File: config.mk
export PLATFORM = sky130hd
export DESIGN_NAME = ctag_ctrl
export DESIGN_NICKNAME = d
export VERILOG_FILES = /design/src/rtl/ctag_pkg.sv /design/src/rtl/ctag_cmp.sv /design/src/rtl/ctag_ctrl.sv
export SDC_FILE = /design/constraint.sdc
export NUM_CORES = 1
export LEC_CHECK = 0
export CELL_PAD_IN_SITES_DETAIL_PLACEMENT = 1
export CELL_PAD_IN_SITES_GLOBAL_PLACEMENT = 1
export CORE_MARGIN = 1.5
export CORE_UTILIZATION = 35
export CTS_CLUSTER_DIAMETER = 50
export DETAILED_ROUTE_END_ITERATION = 6
export DONT_BUFFER_PORTS = 1
export PLACE_DENSITY_LB_ADDON = 0.1
export SYNTH_ARGS = -nofsm -noshare
export SYNTH_HDL_FRONTEND = slang
export SYNTH_SLANG_ARGS = --single-unit
File: constraint.sdc
create_clock -name CLK -period 6.3 [get_ports CLK]
set_clock_uncertainty 0.05 [all_clocks]
set_input_delay 1.26 -clock CLK [delete_from_list [all_inputs] [get_ports CLK]]
set_output_delay 1.26 -clock CLK [all_outputs]
set_load 0.005 [all_outputs]
File: src/rtl/ctag_pkg.sv
// ctag_pkg: shared constants, FSM state encoding and parity helper for the
// cache tag array sequencer (ctag_ctrl) and its compare unit (ctag_cmp).
//
// Entry layout (ENTRY_W = TAG_W + 2 bits):
//   [CTAG_V]     valid
//   [CTAG_P]     parity (even over {valid, tag})
//   [TAG_W-1:0]  tag
package ctag_pkg;

  localparam int IDX_W   = 10;           // index width, array depth 2**IDX_W
  localparam int TAG_W   = 12;           // tag width
  localparam int ENTRY_W = TAG_W + 2;    // valid + parity + tag
  localparam int CTAG_V  = 13;           // valid bit position
  localparam int CTAG_P  = 12;           // parity bit position

  typedef enum logic [2:0] {
    ST_IDLE,
    ST_LOOKUP,
    ST_WSETUP,
    ST_WSTROBE,
    ST_FSETUP,
    ST_FSTROBE
  } state_t;

  // Parity bit that makes {valid, parity, tag} even. An all-zero
  // (invalidated) entry yields 0, so it is parity-consistent.
  function automatic logic ctag_parity(input logic valid,
                                       input logic [TAG_W-1:0] tag);
    return ^{valid, tag};
  endfunction

endpackage

File: src/rtl/ctag_cmp.sv
// ctag_cmp: combinational tag compare on the entry read back from the array.
//
// Configuration macro: CTAG_PARITY_EN
//   defined   - parity is checked; an error forces hit = 0, perr = 1
//   undefined - parity bit is ignored; perr is tied 0
//
// Ports:
//   q     in   ENTRY_W  entry read from the array
//   tag   in   TAG_W    tag being looked up
//   hit   out  1        valid & tag match & no parity error
//   perr  out  1        parity error on the entry
module ctag_cmp
  import ctag_pkg::*;
(
  input  logic [ENTRY_W-1:0] q,
  input  logic [TAG_W-1:0]   tag,
  output logic               hit,
  output logic               perr
);

  logic match;

  assign match = q[CTAG_V] && (q[TAG_W-1:0] == tag);

`ifdef CTAG_PARITY_EN
  // The whole entry must carry even parity; a flipped bit anywhere in it,
  // including the parity bit itself, shows up as odd.
  assign perr = ^q;
  assign hit  = match && !perr;
`else
  logic unused_parity;

  assign unused_parity = q[CTAG_P];
  assign perr          = 1'b0;
  assign hit           = match;
`endif

endmodule

File: src/rtl/ctag_ctrl.sv
// ctag_ctrl: sequencer for the 1K x 14 cache tag array built from 1K x 1
// asynchronous-read RAMs with an active-low write strobe. Arbitrates flush,
// write (fill / invalidate) and lookup requests onto the single-port array,
// performs the tag compare and drives address, data and nWE. After reset the
// whole array is invalidated by an automatic flush sweep.
//
// Configuration macro: CTAG_PARITY_EN (parity written on fill, checked on
// lookup); undefined by default, in which case parity is written 0.
//
// Ports:
//   CLK, nRESET               clock, asynchronous active-low reset
//   lk_req/lk_idx/lk_tag      lookup request (level, held until lk_ack)
//   lk_ack/lk_hit/lk_perr     1-cycle lookup response
//   wr_req/wr_inv/wr_idx/wr_tag  write request (level, held until wr_ack)
//   wr_ack                    1-cycle write completion
//   flush_req                 start a full-array invalidate sweep
//   flush_busy/flush_done     sweep in progress / 1-cycle completion pulse
//   ram_a/ram_d/ram_nwe       registered array address, data, write strobe
//   ram_q                     array read data (combinational from ram_a)
module ctag_ctrl
  import ctag_pkg::*;
(
  input  logic               CLK,
  input  logic               nRESET,
  input  logic               lk_req,
  input  logic [IDX_W-1:0]   lk_idx,
  input  logic [TAG_W-1:0]   lk_tag,
  output logic               lk_ack,
  output logic               lk_hit,
  output logic               lk_perr,
  input  logic               wr_req,
  input  logic               wr_inv,
  input  logic [IDX_W-1:0]   wr_idx,
  input  logic [TAG_W-1:0]   wr_tag,
  output logic               wr_ack,
  input  logic               flush_req,
  output logic               flush_busy,
  output logic               flush_done,
  output logic [IDX_W-1:0]   ram_a,
  output logic [ENTRY_W-1:0] ram_d,
  input  logic [ENTRY_W-1:0] ram_q,
  output logic               ram_nwe
);

  state_t             state, next_state;
  logic [IDX_W-1:0]   cnt, next_cnt;
  logic [IDX_W-1:0]   next_a;
  logic [ENTRY_W-1:0] next_d;
  logic               next_nwe;
  logic               next_lk_ack, next_lk_hit, next_lk_perr;
  logic               next_wr_ack;
  logic               next_busy, next_done;
  logic               cmp_hit, cmp_perr;
  logic               fill_par;
  logic [ENTRY_W-1:0] fill_d;

  ctag_cmp u_cmp (
    .q    (ram_q),
    .tag  (lk_tag),
    .hit  (cmp_hit),
    .perr (cmp_perr)
  );

`ifdef CTAG_PARITY_EN
  assign fill_par = ctag_parity(1'b1, wr_tag);
`else
  assign fill_par = 1'b0;
`endif

  assign fill_d = {1'b1, fill_par, wr_tag};

  // NOTE: every output of this block gets a default before the case so that
  // no path leaves a variable unassigned, which would infer a latch.
  always_comb begin
    next_state   = state;
    next_cnt     = cnt;
    next_a       = ram_a;
    next_d       = ram_d;
    next_nwe     = 1'b1;
    next_lk_ack  = 1'b0;
    next_lk_hit  = 1'b0;
    next_lk_perr = 1'b0;
    next_wr_ack  = 1'b0;
    next_busy    = flush_busy;
    next_done    = 1'b0;

    unique case (state)
      ST_IDLE: begin
        // A requester whose ack is high this cycle is still holding its
        // request for the transaction just completed; skip it once.
        if (flush_req && !flush_done) begin
          next_state = ST_FSETUP;
          next_cnt   = '0;
          next_a     = '0;
          next_d     = '0;
          next_busy  = 1'b1;
        end else if (wr_req && !wr_ack) begin
          next_state = ST_WSETUP;
          next_a     = wr_idx;
          next_d     = wr_inv ? '0 : fill_d;
        end else if (lk_req && !lk_ack) begin
          next_state = ST_LOOKUP;
          next_a     = lk_idx;
        end
      end

      ST_LOOKUP: begin
        next_state   = ST_IDLE;
        next_lk_ack  = 1'b1;
        next_lk_hit  = cmp_hit;
        next_lk_perr = cmp_perr;
      end

      ST_WSETUP: begin
        next_state = ST_WSTROBE;
        next_nwe   = 1'b0;
      end

      ST_WSTROBE: begin
        next_state  = ST_IDLE;
        next_wr_ack = 1'b1;
      end

      ST_FSETUP: begin
        next_state = ST_FSTROBE;
        next_nwe   = 1'b0;
      end

      ST_FSTROBE: begin
        if (cnt == {IDX_W{1'b1}}) begin
          next_state = ST_IDLE;
          next_busy  = 1'b0;
          next_done  = 1'b1;
        end else begin
          // The address advances on the same edge that lifts nWE, so it
          // never moves while the strobe is low.
          next_state = ST_FSETUP;
          next_cnt   = cnt + 1'b1;
          next_a     = cnt + 1'b1;
        end
      end

      default: next_state = ST_IDLE;
    endcase
  end

  // NOTE: sequential state uses non-blocking assignments so every register
  // samples the values from before the edge, independent of statement order.
  // ram_nwe resets to 1 asynchronously so a reset aborts any strobe at once.
  always_ff @(posedge CLK or negedge nRESET) begin
    if (!nRESET) begin
      state      <= ST_FSETUP;
      cnt        <= '0;
      ram_a      <= '0;
      ram_d      <= '0;
      ram_nwe    <= 1'b1;
      lk_ack     <= 1'b0;
      lk_hit     <= 1'b0;
      lk_perr    <= 1'b0;
      wr_ack     <= 1'b0;
      flush_busy <= 1'b1;
      flush_done <= 1'b0;
    end else begin
      state      <= next_state;
      cnt        <= next_cnt;
      ram_a      <= next_a;
      ram_d      <= next_d;
      ram_nwe    <= next_nwe;
      lk_ack     <= next_lk_ack;
      lk_hit     <= next_lk_hit;
      lk_perr    <= next_lk_perr;
      wr_ack     <= next_wr_ack;
      flush_busy <= next_busy;
      flush_done <= next_done;
    end
  end

endmodule

=== Yosys cells after proc, flatten, opt, wreduce, memory -nomap -nowiden ===
Index checks and enable logic that the tools add are counted.

* Equal/unequal tests: 11
* Multiplexer cells: 24
* $add $sub $neg: 1
* Reductions and logical operators: 15

{| class="wikitable"
|+ Operator list
! kind !! count
|-
| 10-bit 2-to-1 mux || 5
|-
| 14-bit 2-to-1 mux || 3
|-
| 10-bit one-hot mux with 2 select lines || 2
|-
| 12-bit equality test || 1
|-
| 3-bit 2-to-1 mux || 4
|-
| 3-bit one-hot mux with 4 select lines || 1
|-
| 10-bit by 1-bit adder with 10-bit output (second input constant) || 1
|-
| 10-bit equality test (second input constant) || 1
|-
| 3-bit AND reduction || 3
|-
| 1-bit 2-to-1 mux || 8
|-
| 3-bit by 2-bit equality test with 1-bit output (second input constant) || 2
|-
| 3-bit equality test (second input constant) || 2
|-
| 2-bit != test (second input constant) || 3
|-
| 1-bit logical AND || 4
|-
| 4-bit != test (second input constant) || 1
|-
| 2-bit nonzero test || 2
|-
| 3-bit by 1-bit equality test with 1-bit output (second input constant) || 1
|-
| 1-bit zero test || 3
|-
| 3-bit zero test || 1
|-
| 1-bit one-hot mux with 2 select lines || 1
|-
| 2-bit AND reduction || 1
|-
| 2-bit OR reduction || 1
|}

* Word-level logic and storage cells: 61
* Bits of input ports: 64
* Bits in registers: 43
* Output and inout bits: 31

=== Longest topological paths before layout ===
* Depth after elaboration: 6
* Depth in mapped cells: 6
* Depth with buffers taken out: 5

=== Hierarchy ===
From an unflattened synthesis, not the netlist that was laid out.

* Cell total of the unflattened synthesis: 222
* Area, all modules: 2331.0 µm²

{| class="wikitable"
|+ Modules (own cells, without submodules)
! module !! sequential area each (µm²) !! instances !! cells an instance !! area an instance (µm²)
|-
| ctag_ctrl || 1079.8 || 1 || 203 || 2180.8
|-
| ctag_cmp || 0.0 || 1 || 19 || 150.1
|}

=== Worst setup path before layout ===
OpenSTA, ideal clock, no wires.

* Path kind: in2reg
* Start: input flush_req
* End: register ram_a[0]
* Required time: 6.125 ns
* Arrival time: 2.424 ns
* Slack: 3.702 ns
* Setup time: 0.125 ns
* Buffers on the path: 0
* Stages: 4
* Path through: nor2b_1 nor4_1 a2111oi_4 mux2_2

* Cells in the longest elaborated chain, start to end: 3
* Elaborated cells between the ends (all ways): 5
* Classes of those cells: eq/ne: 1; mux: 2; reduce/logical: 2

{| class="wikitable"
|+ RTL lines
! what !! line !! RTL
|-
| start, declared || ctag_ctrl.sv:36 || <nowiki>input logic flush_req,</nowiki>
|-
| 1-bit logical AND (*) || ctag_ctrl.sv:91 || <nowiki>if (flush_req && !flush_done) begin</nowiki>
|-
| 4-bit != test (no line) / 10-bit 2-to-1 mux (equally long branches) || -- ||
|-
| 3-bit AND reduction (no line) / 10-bit one-hot mux with 2 select lines (equally long branches) || -- ||
|-
| end signal, assigned || ctag_ctrl.sv:166 || <nowiki>ram_a <= next_a;</nowiki>
|-
| end, declared || ctag_ctrl.sv:39 || <nowiki>output logic [IDX_W-1:0] ram_a,</nowiki>
|}

Every way passes the cells marked *; elsewhere a longest branch is shown, timed or not.
A chain may end at the register's enable or synchronous reset.

=== Final worst setup path ===
* Start: input wr_req
* End: register ram_d[10]

* Cells in the longest elaborated chain, start to end: 3

{| class="wikitable"
|+ RTL lines
! what !! line !! RTL
|-
| start, declared || ctag_ctrl.sv:31 || <nowiki>input logic wr_req,</nowiki>
|-
| 1-bit logical AND || ctag_ctrl.sv:97 || <nowiki>end else if (wr_req && !wr_ack) begin</nowiki>
|-
| 2-bit nonzero test (no line) || -- ||
|-
| 2-bit AND reduction (no line) || -- ||
|-
| end signal, assigned || ctag_ctrl.sv:167 || <nowiki>ram_d <= next_d;</nowiki>
|-
| end, declared || ctag_ctrl.sv:40 || <nowiki>output logic [ENTRY_W-1:0] ram_d,</nowiki>
|}

Every way passes these cells.

==> flow_summary_export.csv <==
group,metric,value,unit
global_routing,overflow,0,
global_routing,first_global_vias,1715,
worst_hold_path,whs_path_depth,1,
logic_synthesis,syn_area_per_cell,11.1,um2
die,io_pins,95,
clock_tree,clk_pin_slew_worst_paths,0.09,ns
clock_tree,cts_max_path_buffers,2,
critical_path,rr_worst_depth,4,
critical_path,required,6.49,ns
sta,timing_hold_violations_final,0,
sta,period_share,0.451,
die,die_h,82.4,um
die,die_x,82.4,um
final_layout,antenna_cells,0,
run,drv_cap,0,
global_routing,grt_pass1_wl,8140,um
placement,post-place-ws,3.09,ns
critical_path,worstPathArrival,3.03,ns
logic_synthesis,synth_warnings,0,
logic_synthesis,ys_seq_area_frac,0.478,
critical_path,rr_startpoint,"state[1]",
detailed_routing,drc,0,
global_routing,antenna_found_initial,0,
logic_synthesis,ys.flop_type,"dfrtp_1",
outcome,status,"completed",
sta,timing.final.ws_setup,3.46,ns
clock_tree,root_buffer,"clkbuf_8",
pwr,powerDensity,352,nW/um2
final_layout,syn_to_final_growth,6.18,%
die,rows,28,
clock_tree,cts_buffers,5,
detailed_routing,finalWirelength,5140,um
sta,worst-slew-pin-transition,1.13,ns
placement,dpl.hpwl,3700,um
die,core,5990,um2
sta,fmax,352,MHz
sta,rsz0062_at_grt,"no",
placement,gp_congestion,0.755,
placement,portBuffers,0,
detailed_routing,viasPerCell,5.83,
detailed_routing,ant_nets,0,
die,initial_core_util,0.368,
clock_tree,numClockSinks,42,
logic_synthesis,synth-seq-cells,42,
sta,drv_slew,0,
worst_hold_path,hold_start,"ram_d[13]",
critical_path,critPathMaxFanout,13,
sta,setup_violations,0,
clock_tree,cts_resized,0,
critical_path,reg2reg_to,"ram_a[6]",
clock_tree,cts_setup_buffers,0,
detailed_routing,drt-initial-drc-count,64,
detailed_routing,num_vias,1579,
logic_synthesis,synth-edff-count,0,
critical_path,startpoint_type,"primary input",
logic_synthesis,synthArstFlopShare,1.00,
clock_tree,htree_num_levels,2,
sta,slew_headroom,0.243,
worst_hold_path,hold_class,"reg -> reg",
pwr,p_leak,1.06,nW
detailed_routing,wl_per_cell,19.0,um
clock_tree,cts_hold_buf,0,
detailed_routing,drt_pass1_iterations,4,
critical_path,r2r_setup_slack,3.64,ns
final_layout,final_nets,260,
clock_tree,cts_tree,"yes",
die,dieArea,6790,um2
worst_hold_path,min_to,"ram_d[13]",
clock_tree,insertion_delay,0.30,ns
logic_synthesis,synth_cells,198,
sta,finalSetupTns,0,ns
global_routing,grt_max_degree,43,
global_routing,track_usage,0.165,
logic_synthesis,netlist_area,2210,um2
logic_synthesis,synth.distinct_cells,41,
sta,min_period,2.84,ns
final_layout,fillers,646,
critical_path,crit_type,"in -> reg",
final_layout,layout-drive-gt1-share,0.133,
critical_path,setup.worst_path.end_class,"flip-flop",
pwr,ir_worst_vdd,0.123,mV
==> power by group <==
group	switching [mW]	internal [mW]	leakage (nW)
clock	0.106	0.0824	0.0495
combinational	0.118	0.110	0.455
sequential	0.0688	0.339	0.556
==> critical path, cell delays in order <==
cell and delay [ns]:
nand2b_1 0.43, nor4_2 1.09, a22o_1 0.25
==> Yosys cell counts, types with 6 or more instances <==
cell type | instances | share of area
xor2_1 | 12 | 0.048
o211ai_1 | 8 | 0.027
a22o_1 | 14 | 0.056
mux2_2 | 11 | 0.056
dfrtp_1 | 39 | 0.44
nand2_1 | 12 | 0.020
mux2i_1 | 11 | 0.050
xnor2_1 | 6 | 0.024
==> sequential cells by signal, indices dropped and copies added, names as in the netlist <==
signal / flops
lk_hit: 1
flush_done: 1
cnt: 10
state: 3
lk_ack: 1
flush_busy: 1
ram_a: 10
wr_ack: 1
ram_nwe: 1
ram_d: 13
==> worst max-delay path by stage <==
stage	start	to
3_3_place_gp	wr_req	ram_d[8]
2_1_floorplan	flush_req	ram_a[0]
6_report	wr_req	ram_d[10]
4_1_cts	wr_req	ram_d[10]
3_5_place_dp	wr_req	ram_d[10]
5_1_grt	wr_req	ram_d[3]
==> cells by family (layout without fill, tap and decap cells) <==
logic type / Yosys count / after routing / synth area share
adders and majority gates: 1 / 1 / 0.00567
muxes: 22 / 22 / 0.106
DFF: 42 / 42 / 0.478
other: 1 / 2 / 0.00170
xor gates and xnor gates: 18 / 18 / 0.0715
buffers and inverters: 15 / 12 / 0.0323
and+or+nand+nor: 53 / 53 / 0.135
AOI/OAI and AO/OA: 46 / 46 / 0.170
==> cell type report <==
type | count | area [um2] | area share
Clock inverter | 3 | 26.3 | 0.0112
Tap cell | 75 | 93.8 | 0.0401
Inverter | 4 | 15.0 | 0.00641
Multi-Input combinational cell | 142 | 1080 | 0.463
Clock buffer | 5 | 68.8 | 0.0294
Sequential cell | 42 | 1050 | 0.450
==> routing by layer <==
metal / share of wire / global-route usage / wire, um / vias up
li1: - / - / - / 718
met1: 0.39 / 0.177 / 2020 / 777
met2: 0.52 / 0.299 / 2670 / 76
met3: 0.071 / 0.0505 / 363 / 8
met4: 0.017 / 0.0627 / 85 / 0
met5: 0 / 0 / 0 / -
==> layout by cell type, fill, tap and decap left out, types with 5 or more instances in the layout <==
cell       n
dfrtp_1   39
a22o_1    14
nand2_1   12
xor2_1    12
mux2_2    11
mux2i_1   11
o211ai_1   8
xnor2_1    6
nand3_1    5
nor2_1     5
nor3_1     5
a21o_1     5
clkbuf_8   5
==> through the flow <==
step | power [mW] | util | area, um2 | hold WS, ns | cells
finish | 0.824 | 0.391 | 2340 | 0.482 | 271
global route | 0.882 | 0.391 | 2340 | 0.512 | 271
CTS | 0.840 | 0.391 | 2340 | 0.494 | 271
detailed placement | 0.647 | 0.375 | 2250 | 0.465 | 263
global placement | 0.633 | 0.375 | 2250 | 0.463 | 263
floorplan | 0.587 | - | 2210 | 0.424 | 199
Note: power is estimated with default switching activity, not from simulation.
